[config.mk]
export PLATFORM = sky130hd
export DESIGN_NAME = sigmoid_request_arbiter_flat
export DESIGN_NICKNAME = d
export VERILOG_FILES = /design/src/rtl/sigmoid_request_arbiter_if.sv /design/src/rtl/sigmoid_request_arbiter.sv /design/src/flat_wrapper.sv
export SDC_FILE = /design/constraint.sdc
export NUM_CORES = 1
export LEC_CHECK = 0
export BUFFER_PORTS_ARGS = -buffer_cell sky130_fd_sc_hd__buf_4
export CORE_MARGIN = 2
export CORE_UTILIZATION = 50
export CTS_CLUSTER_SIZE = 28
export DETAILED_ROUTE_END_ITERATION = 7
export GPL_TIMING_DRIVEN = 1
export HOLD_SLACK_MARGIN = 0.03
export PLACE_DENSITY = 0.95
export SYNTH_ARGS = -nofsm -noshare
export SYNTH_HDL_FRONTEND = slang
export SYNTH_SLANG_ARGS = --single-unit
[constraint.sdc]
create_clock -name clk -period 5.8 [get_ports clk]
set_input_delay 1.16 -clock clk [delete_from_list [all_inputs] [get_ports clk]]
set_output_delay 1.16 -clock clk [all_outputs]
set_load 0.02 [all_outputs]
[src/rtl/sigmoid_request_arbiter_if.sv]
// Requester-side handshake and lookup-unit bus shared by sigmoid_request_arbiter.
// The slave modport is the arbiter's view; master is the environment driving it.
interface sigmoid_request_arbiter_if #(
  parameter int NUM_REQ      = 4,
  parameter int DATA_WIDTH   = 16,
  parameter int Y_DATA_WIDTH = 16
);
  logic [NUM_REQ-1:0]            req_valid_in;
  logic [NUM_REQ*DATA_WIDTH-1:0] req_data_in;
  logic [NUM_REQ-1:0]            req_ready_out;
  logic [DATA_WIDTH-1:0]         lut_x_data_out;
  logic                          lut_read_out;
  logic [Y_DATA_WIDTH-1:0]       lut_y_data_in;
  logic                          lut_y_valid_in;
  logic [Y_DATA_WIDTH-1:0]       rsp_data_out;
  logic [NUM_REQ-1:0]            rsp_valid_out;

  modport slave (
    input  req_valid_in,
    input  req_data_in,
    input  lut_y_data_in,
    input  lut_y_valid_in,
    output req_ready_out,
    output lut_x_data_out,
    output lut_read_out,
    output rsp_data_out,
    output rsp_valid_out
  );

  modport master (
    output req_valid_in,
    output req_data_in,
    output lut_y_data_in,
    output lut_y_valid_in,
    input  req_ready_out,
    input  lut_x_data_out,
    input  lut_read_out,
    input  rsp_data_out,
    input  rsp_valid_out
  );
endinterface

[src/rtl/sigmoid_request_arbiter.sv]
// Round-robin arbiter sharing one sigmoid lookup unit among NUM_REQ requesters,
// with credit limiting and an in-order ID FIFO to route results back.
module sigmoid_request_arbiter #(
  parameter int NUM_REQ         = 4,
  parameter int DATA_WIDTH      = 16,
  parameter int Y_DATA_WIDTH    = 16,
  parameter int MAX_OUTSTANDING = 4
) (
  input  logic                     clk,
  input  logic                     reset,
  sigmoid_request_arbiter_if.slave arb,
  output logic                     busy_out,
  output logic                     error_out
);

  localparam int IDX_W = (NUM_REQ > 1) ? $clog2(NUM_REQ) : 1;
  localparam int PTR_W = (MAX_OUTSTANDING > 1) ? $clog2(MAX_OUTSTANDING) : 1;
  localparam int CNT_W = $clog2(MAX_OUTSTANDING + 1);

  logic [IDX_W-1:0]      rr_ptr;
  logic [IDX_W-1:0]      grant_idx;
  logic [IDX_W-1:0]      rr_next;
  logic                  grant_found;
  logic                  can_issue;
  logic                  xfer;
  logic                  pop;
  logic                  underflow;
  logic [NUM_REQ-1:0]    ready;
  logic [DATA_WIDTH-1:0] grant_data;
  logic [CNT_W-1:0]      count;
  logic [PTR_W-1:0]      wr_ptr;
  logic [PTR_W-1:0]      rd_ptr;
  logic [IDX_W-1:0]      id_fifo [MAX_OUTSTANDING];

  function automatic logic [PTR_W-1:0] ptr_inc(input logic [PTR_W-1:0] p);
    return (p == PTR_W'(MAX_OUTSTANDING - 1)) ? '0 : p + 1'b1;
  endfunction

  // Credit check uses only the registered count, so a returning result
  // never opens a slot in the same cycle.
  assign can_issue = !reset && (count < CNT_W'(MAX_OUTSTANDING));

  always_comb begin : rr_search
    logic [IDX_W:0] cand;
    grant_found = 1'b0;
    grant_idx   = '0;
    cand        = '0;
    for (int k = 0; k < NUM_REQ; k++) begin
      cand = {1'b0, rr_ptr} + (IDX_W+1)'(k);
      if (cand >= (IDX_W+1)'(NUM_REQ)) begin
        cand = cand - (IDX_W+1)'(NUM_REQ);
      end
      if (!grant_found && arb.req_valid_in[cand[IDX_W-1:0]]) begin
        grant_found = 1'b1;
        grant_idx   = cand[IDX_W-1:0];
      end
    end
  end

  always_comb begin
    ready = '0;
    if (can_issue && grant_found) begin
      ready = NUM_REQ'(1) << grant_idx;
    end
  end

  assign arb.req_ready_out = ready;
  assign xfer       = |(ready & arb.req_valid_in);
  assign grant_data = arb.req_data_in[grant_idx*DATA_WIDTH +: DATA_WIDTH];
  assign rr_next    = (grant_idx == IDX_W'(NUM_REQ - 1)) ? '0 : grant_idx + 1'b1;

  // A result with nothing outstanding is a protocol error and is dropped.
  assign pop       = arb.lut_y_valid_in && (count != '0);
  assign underflow = arb.lut_y_valid_in && (count == '0);
  assign busy_out  = (count != '0);

  always_ff @(posedge clk) begin
    if (xfer) begin
      id_fifo[wr_ptr] <= grant_idx;
    end
  end

  always_ff @(posedge clk) begin
    if (reset) begin
      rr_ptr             <= '0;
      count              <= '0;
      wr_ptr             <= '0;
      rd_ptr             <= '0;
      arb.lut_read_out   <= 1'b0;
      arb.lut_x_data_out <= '0;
      arb.rsp_valid_out  <= '0;
      arb.rsp_data_out   <= '0;
      error_out          <= 1'b0;
    end else begin
      if (xfer) begin
        rr_ptr <= rr_next;
        wr_ptr <= ptr_inc(wr_ptr);
      end
      if (pop) begin
        rd_ptr <= ptr_inc(rd_ptr);
      end
      case ({xfer, pop})
        2'b10:   count <= count + 1'b1;
        2'b01:   count <= count - 1'b1;
        default: count <= count;
      endcase

      arb.lut_read_out <= xfer;
      if (xfer) begin
        arb.lut_x_data_out <= grant_data;
      end

      arb.rsp_valid_out <= pop ? (NUM_REQ'(1) << id_fifo[rd_ptr]) : '0;
      if (pop) begin
        arb.rsp_data_out <= arb.lut_y_data_in;
      end

      if (underflow) begin
        error_out <= 1'b1;
      end
    end
  end

endmodule

[src/flat_wrapper.sv]
// flat-port wrapper written by rule: the top's interface ports become plain ports
module sigmoid_request_arbiter_flat 
#(
  parameter int NUM_REQ         = 4,
  parameter int DATA_WIDTH      = 16,
  parameter int Y_DATA_WIDTH    = 16,
  parameter int MAX_OUTSTANDING = 4
)
  (clk, reset, busy_out, error_out, arb_req_valid_in, arb_req_data_in, arb_lut_y_data_in, arb_lut_y_valid_in, arb_req_ready_out, arb_lut_x_data_out, arb_lut_read_out, arb_rsp_data_out, arb_rsp_valid_out);
  sigmoid_request_arbiter_if #(.NUM_REQ(NUM_REQ), .DATA_WIDTH(DATA_WIDTH), .Y_DATA_WIDTH(Y_DATA_WIDTH)) arb_i ();
  input  logic clk;
  input  logic reset;
  output logic busy_out;
  output logic error_out;
  input wire logic [$bits(arb_i.req_valid_in)-1:0] arb_req_valid_in;
  input wire logic [$bits(arb_i.req_data_in)-1:0] arb_req_data_in;
  input wire logic [$bits(arb_i.lut_y_data_in)-1:0] arb_lut_y_data_in;
  input wire logic [$bits(arb_i.lut_y_valid_in)-1:0] arb_lut_y_valid_in;
  output wire logic [$bits(arb_i.req_ready_out)-1:0] arb_req_ready_out;
  output wire logic [$bits(arb_i.lut_x_data_out)-1:0] arb_lut_x_data_out;
  output wire logic [$bits(arb_i.lut_read_out)-1:0] arb_lut_read_out;
  output wire logic [$bits(arb_i.rsp_data_out)-1:0] arb_rsp_data_out;
  output wire logic [$bits(arb_i.rsp_valid_out)-1:0] arb_rsp_valid_out;
  assign arb_i.req_valid_in = arb_req_valid_in;
  assign arb_i.req_data_in = arb_req_data_in;
  assign arb_i.lut_y_data_in = arb_lut_y_data_in;
  assign arb_i.lut_y_valid_in = arb_lut_y_valid_in;
  assign arb_req_ready_out = arb_i.req_ready_out;
  assign arb_lut_x_data_out = arb_i.lut_x_data_out;
  assign arb_lut_read_out = arb_i.lut_read_out;
  assign arb_rsp_data_out = arb_i.rsp_data_out;
  assign arb_rsp_valid_out = arb_i.rsp_valid_out;
  sigmoid_request_arbiter #(.NUM_REQ(NUM_REQ), .DATA_WIDTH(DATA_WIDTH), .Y_DATA_WIDTH(Y_DATA_WIDTH), .MAX_OUTSTANDING(MAX_OUTSTANDING)) u_core (.clk(clk), .reset(reset), .arb(arb_i), .busy_out(busy_out), .error_out(error_out));
endmodule
==> flow_metrics.py, run 1 <==
metrics = {
    "run_status": {
        "status": "finished, final reports clean",
    },
    "synth": {
        "ys_seq_area_share_pct": 43.79,
        "yosysMostFrequentCell": "nand2_1",
        "synth_cells": 324,
        "synthFlopType": "dfxtp_1",
        "syn_avg_cell_area_um2": 8.608,
        "ys.warnings.count": 0,
        "synthDistinctLibCells": 36,
        "ys_top_cells_by_area": "dfxtp_1 35%, nand2_1 12%, edfxtp_1 8.6%",
        "syn_nets": 419,
        "yosys_register_bits": 57,
        "synth_largest_area_cell": "dfxtp_1",
        "yosys-top-cells-count": "89 x nand2_1, 49 x dfxtp_1, 43 x a21oi_1",
        "yosys.area.top_type_share_pct": 35.17,
        "synth_edf_count": 8,
        "synthArstFlopShare_pct": 0,
        "syn-cell-area_mm2": 0.002789,
    },
    "critical_path": {
        "r2r_cells": 14,
        "path_class": "input port to flip-flop",
        "cp_max_fo": 38,
        "r2r-start": "u_core.rr_ptr[1]$_SDFFE_PP0P_",
        "timing.rr.end": "u_core.count[2]$_SDFFE_PP0P_",
        "cp-startpoint": "arb_req_valid_in[2]",
        "crit_required_ns": 6.06,
        "cp.arrival_ns": 4.56,
        "end_kind": "flip-flop",
        "regToRegSetupSlack_ns": 1.95,
        "start_kind": "input port",
    },
    "clocking": {
        "postCtsSetupRepairBufs": 0,
        "htreeDepth": 3,
        "clock_latency_ns": 0.33,
        "cts_hold_buf": 0,
        "cts_num_sinks": 57,
        "tritoncts": "yes",
        "post_cts_resized": 0,
        "clkSlewWorstSetupHoldPaths_ns": 0.07,
        "cts_buffers": 9,
        "root_buffer": "clkbuf_8",
        "cts_max_path_buffers": 2,
    },
    "sta": {
        "tightest_slew_ns": 0.7590,
        "clock_skew_ns": 0.01091,
        "relSlewSlack_pct": 49.28,
        "period_minus_slack_ns": 4.302,
        "max_freq_mhz": 232.5,
        "fin_setup_tns_ns": 0,
        "setup_violations": 0,
        "final-hold-violation-count": 0,
        "fin_crit_sh_pct": 74.17,
        "drv_slew": 0,
        "rsz0062_at_grt": "no",
    },
    "power_and_ir_drop": {
        "clock_power_share_pct": 24.6,
        "p_comb_share_pct": 39.8,
        "power_switching_mw": 0.5634,
        "peakVddDrop_mv": 0.1652,
        "internal_power_mw": 0.9162,
        "p_seq_share_pct": 35.6,
        "switching_share_pct": 38.08,
        "powerDensity_mw_per_mm2": 376.1,
        "power_leakage_nw": 1.680,
    },
    "route": {
        "ant_nets": 0,
        "num_vias": 2888,
        "drt-total-wl_um": 8078,
        "wl_per_cell_um": 15.59,
        "drtPass1Iterations": 6,
        "viasPerCell": 5.575,
        "drtIter0Drc": 180,
        "drc": 0,
    },
    "grt": {
        "track_usage_pct": 26.13,
        "grt_first_pass_wirelength_um": 12730,
        "grt_max_degree": 48,
        "antenna_found_initial": 0,
        "grt_pass1_vias": 2823,
        "grt.overflow.total": 0,
    },
    "finish": {
        "layout.cells.non_filler": 518,
        "nFillCells": 406,
        "nets": 536,
        "syn2layout_area_growth_pct": 41.05,
        "regArea_mm2": 0.001221,
        "multiInputGateArea_mm2": 0.001383,
        "drive_above_1_share_pct": 34.98,
        "antenna_cells": 0,
    },
    "min_path": {
        "hold_path_startpoint": "u_core.arb.rsp_data_out[13]$_SDFFE_PP0P_",
        "holdCritPathClass": "flip-flop to flip-flop",
        "whs_path_depth": 2,
        "holdPathEnd": "u_core.arb.rsp_data_out[13]$_SDFFE_PP0P_",
    },
    "floorplan": {
        "core_mm2": 0.005439,
        "die_area_mm2": 0.006191,
        "die_w_um": 78.69,
        "die_h_um": 78.69,
        "ioPinCount": 130,
        "start_util_pct": 51.28,
        "std_cell_rows": 27,
    },
    "place": {
        "place_inst": 502,
        "port_buffers": 129,
        "dp_hpwl_um": 5646,
        "gp_congestion": 0.9071,
    },
    "run": {
        "max-cap-violations": 0,
    },
}
## metrics by stage
step	worst slack [ns]	util (%)	power [mW]	hold slack (ns)	area [µm²]
finish	1.498	72.33	1.480	0.4564	3934
global route	1.260	72.33	1.560	0.4723	3934
CTS	1.527	72.33	1.481	0.4571	3934
detailed placement	1.190	68.69	1.114	0.4468	3736
global placement	1.380	68.69	1.088	0.4429	3736
floorplan	1.736	-	0.9189	0.4541	2789
## flip-flops by register name, summed over array words and instances, names as in the netlist, named ones only
name                       flops
u_core.arb.lut_read_out        1
u_core.arb.rsp_valid_out       4
u_core.wr_ptr                  2
u_core.rd_ptr                  2
u_core.id_fifo                 8
u_core.rr_ptr                  2
u_core.error_out               1
u_core.arb.rsp_data_out       16
u_core.count                   3
u_core.arb.lut_x_data_out     16
## final cells by class
cell class / count / area share (%)
multi-input combinational: 228 / 35.15
sequential: 57 / 31.04
timing repair buffer: 132 / 25.19
clock buffer: 11 / 4.135
tap: 72 / 2.290
inverter: 13 / 1.304
clock inverter: 5 / 0.8906
## cell families (layout without fill, tap and decap cells)
logic type / Yosys count / count (layout) / synth area share [%]
mux: 3 / 3 / 1.974
flops: 57 / 57 / 43.79
fa+ha+maj: 8 / 8 / 3.858
compound gates: 82 / 82 / 20.23
xor+xnor: 2 / 2 / 0.6282
simple gates: 133 / 133 / 22.88
buf+inv: 39 / 161 / 6.640
## critical path: stages
cell and delay [ns]:
buf_4 0.10, nand2b_1 0.07, a21oi_2 0.57, or3_1 0.29, inv_1 0.06, ha_1 0.21
nand2_1 0.12, a31oi_4 0.14, inv_2 0.49, ha_1 0.30, inv_1 0.07, fa_1 0.38
xor2_1 0.16, or3_1 0.31, a21oi_1 0.14
## power by group through the flow
| stage | logic [mW] | clock network (mW) | registers (mW) |
|---|---|---|---|
| 6_report | 0.589 | 0.364 | 0.527 |
| 5_1_grt | 0.642 | 0.383 | 0.535 |
| 4_1_cts | 0.588 | 0.368 | 0.526 |
| 3_5_place_dp | 0.581 | 0 | 0.533 |
| 3_3_place_gp | 0.557 | 0 | 0.531 |
| 2_1_floorplan | 0.332 | 0 | 0.587 |
## layer usage
layer,track usage (%),vias up,share of wire [%]
li1,-,1383,-
met1,28.74,1339,36
met2,46.07,135,53
met3,6.667,31,6.9
met4,13.68,0,3.8
met5,0,-,0
## worst max path at each step
stage,to,slack [ns],cells after the start
floorplan,u_core.count[2]$_SDFFE_PP0P_,1.74,18
global placement,u_core.count[2]$_SDFFE_PP0P_,1.38,15
detailed placement,u_core.count[2]$_SDFFE_PP0P_,1.19,15
CTS,u_core.count[2]$_SDFFE_PP0P_,1.53,15
global route,u_core.count[2]$_SDFFE_PP0P_,1.26,15
finish,u_core.count[2]$_SDFFE_PP0P_,1.50,15
## cell usage in the layout (no fill, tap or decap), drive strengths merged, types with 3 or more instances in the layout
cell    count
inv        14
nor4b      18
nand2      89
a21oi      44
dfxtp      49
a311o      16
ha          7
edfxtp      8
nor2        9
clkbuf     11
or3         3
nor3        5
a211oi     16
buf       132
and2        4
Power figures use the tool's default switching activity.
==> run 2: changes to the inputs <==
--- a/config.mk
+++ b/config.mk
@@ -7,12 +7,12 @@
 export LEC_CHECK = 0
 export BUFFER_PORTS_ARGS = -buffer_cell sky130_fd_sc_hd__buf_4
 export CORE_MARGIN = 2
-export CORE_UTILIZATION = 50
+export CORE_UTILIZATION = 42
 export CTS_CLUSTER_SIZE = 28
 export DETAILED_ROUTE_END_ITERATION = 7
 export GPL_TIMING_DRIVEN = 1
 export HOLD_SLACK_MARGIN = 0.03
-export PLACE_DENSITY = 0.95
+export PLACE_DENSITY = 0.86
 export SYNTH_ARGS = -nofsm -noshare
 export SYNTH_HDL_FRONTEND = slang
 export SYNTH_SLANG_ARGS = --single-unit
==> constraint.sdc (replaced) <==
create_clock -name clk -period 3.9 [get_ports clk]
set_input_delay 0.78 -clock clk [delete_from_list [all_inputs] [get_ports clk]]
set_output_delay 0.78 -clock clk [all_outputs]
set_load 0.02 [all_outputs]
==> flow_metrics.py, run 2 (synthesis results as in run 1) <==
metrics = {
    "run_status": {
        "status": "finished, final reports clean",
    },
    "sta": {
        "drv_slew": 0,
        "max_freq_mhz": 284.4,
        "clock_skew_ns": 0.01337,
        "relSlewSlack_pct": 52.27,
        "fin_setup_tns_ns": 0,
        "setup_violations": 0,
        "tightest_slew_ns": 0.7160,
        "rsz0062_at_grt": "no",
        "fin_crit_sh_pct": 90.15,
        "period_minus_slack_ns": 3.516,
        "final-hold-violation-count": 0,
    },
    "floorplan": {
        "die_w_um": 85.49,
        "die_h_um": 85.49,
        "start_util_pct": 43.67,
        "std_cell_rows": 29,
        "ioPinCount": 130,
        "die_area_mm2": 0.007309,
        "core_mm2": 0.006386,
    },
    "critical_path": {
        "path_class": "input port to output pin",
        "start_kind": "input port",
        "cp.arrival_ns": 2.74,
        "r2r-start": "u_core.rr_ptr[1]$_SDFFE_PP0P_",
        "timing.rr.end": "u_core.count[2]$_SDFFE_PP0P_",
        "crit_required_ns": 3.12,
        "regToRegSetupSlack_ns": 0.66,
        "end_kind": "output pin",
        "r2r_cells": 14,
        "cp_max_fo": 34,
    },
    "power_and_ir_drop": {
        "powerDensity_mw_per_mm2": 567.4,
        "power_leakage_nw": 1.720,
        "peakVddDrop_mv": 0.4373,
    },
    "place": {
        "port_buffers": 129,
        "dp_hpwl_um": 5590,
        "gp_congestion": 0.8678,
        "place_inst": 512,
    },
    "grt": {
        "grt_max_degree": 47,
        "grt.overflow.total": 0,
        "grt_pass1_vias": 2774,
        "antenna_found_initial": 0,
        "grt_first_pass_wirelength_um": 12590,
        "track_usage_pct": 21.64,
    },
    "finish": {
        "drive_above_1_share_pct": 35.70,
        "mostFrequentLayoutCells": "137 x buf_4, 89 x nand2_1, 49 x dfxtp_1",
        "reg_top3": "u_core.arb.lut_x_data_out: 16 flops, u_core.arb.rsp_data_out: 16 flops, u_core.id_fifo: 8 flops",
        "nets": 541,
        "final_common_cell": "buf_4",
        "post-route-util_pct": 62.64,
        "antenna_cells": 0,
        "syn2layout_area_growth_pct": 43.43,
        "nFillCells": 575,
        "layout.cells.non_filler": 528,
    },
    "min_path": {
        "hold_path_startpoint": "u_core.arb.lut_x_data_out[2]$_SDFFE_PP0P_",
        "whs_path_depth": 2,
        "holdCritPathClass": "flip-flop to flip-flop",
        "holdPathEnd": "u_core.arb.lut_x_data_out[2]$_SDFFE_PP0P_",
    },
    "route": {
        "drt-total-wl_um": 7671,
        "drtIter0Drc": 171,
        "wl_per_cell_um": 14.53,
        "num_vias": 2780,
        "ant_nets": 0,
        "drc": 0,
        "viasPerCell": 5.265,
        "drtPass1Iterations": 4,
    },
    "clocking": {
        "tritoncts": "yes",
        "cts_buffers": 9,
        "cts_hold_buf": 0,
        "post_cts_resized": 0,
        "root_buffer": "clkbuf_8",
        "cts_max_path_buffers": 2,
        "cts_num_sinks": 57,
        "clock_latency_ns": 0.34,
        "htreeDepth": 3,
        "clkSlewWorstSetupHoldPaths_ns": 0.07,
        "postCtsSetupRepairBufs": 0,
    },
    "run": {
        "max-cap-violations": 0,
    },
}
[run 2: cell count changes in the layout (fill, tap and decap cells not counted)]
cell	change
clkbuf_8	-1
clkinv_4	+2
inv_6	+1
clkinvlp_4	-2
bufinv_16	+1
buf_4	+5
clkinv_2	-1
[run 2: worst max-delay path: stages]
cell	delay (ns)
buf_4	0.10
nand2b_1	0.07
a21oi_2	0.57
or3_1	0.22
buf_4	0.32
inv_4	0.06
buf_4	0.22
nor3b_1	0.22
buf_4	0.17
[run 2: power by group]
part           total, mW  switching, mW  internal [mW]
Clock              0.605          0.264          0.341
Sequential         0.782         0.0677          0.714
Combinational      0.883          0.511          0.372
Total               2.27          0.843           1.43
[run 2: per-stage QoR]
step / power, mW / instance area, µm² / hold slack (ns) / setup WS [ns]
detailed placement: 1.677 / 3780 / 0.4488 / 0.2469
global placement: 1.644 / 3780 / 0.4429 / 0.4138
floorplan: 1.367 / 2789 / 0.4541 / 0.2161
global route: 2.420 / 4000 / 0.4766 / 0.2092
CTS: 2.290 / 4000 / 0.4585 / 0.4104
finish: 2.269 / 4000 / 0.4560 / 0.3841
[run 2: per-layer routing]
| metal | vias to the layer above | part of all wire, % | GRT usage [%] | routed length [µm] |
|---|---|---|---|---|
| met3 | 22 | 6.6 | 5.871 | 508 |
| met2 | 104 | 51 | 37.57 | 3932 |
| met1 | 1265 | 39 | 23.73 | 2982 |
| met5 | - | 0 | 0 | 0 |
| li1 | 1389 | - | - | - |
| met4 | 0 | 3.2 | 12.41 | 248 |
[run 2: cell type report]
cell class | instances | area (µm²) | area share (%)
Clock buffer | 10 | 148.9 | 3.722
Clock inverter | 6 | 71.32 | 1.783
Inverter | 13 | 51.30 | 1.282
Multi-Input combinational cell | 228 | 1383 | 34.56
Sequential cell | 57 | 1221 | 30.53
Tap cell | 77 | 96.34 | 2.409
Timing Repair Buffer | 137 | 1028 | 25.71
[run 2: worst max path at each step]
stage	startpoint	slack, ns	cells past startpoint	endpoint
final	arb_req_valid_in[2]	0.38	9	arb_req_ready_out[2]
after global routing	arb_req_valid_in[2]	0.21	9	arb_req_ready_out[2]
after CTS	arb_req_valid_in[2]	0.41	9	arb_req_ready_out[2]
after detailed placement	arb_req_valid_in[2]	0.25	15	u_core.count[2]$_SDFFE_PP0P_
after global placement	arb_req_valid_in[2]	0.41	15	u_core.count[2]$_SDFFE_PP0P_
after floorplan	arb_req_valid_in[2]	0.22	18	u_core.count[2]$_SDFFE_PP0P_
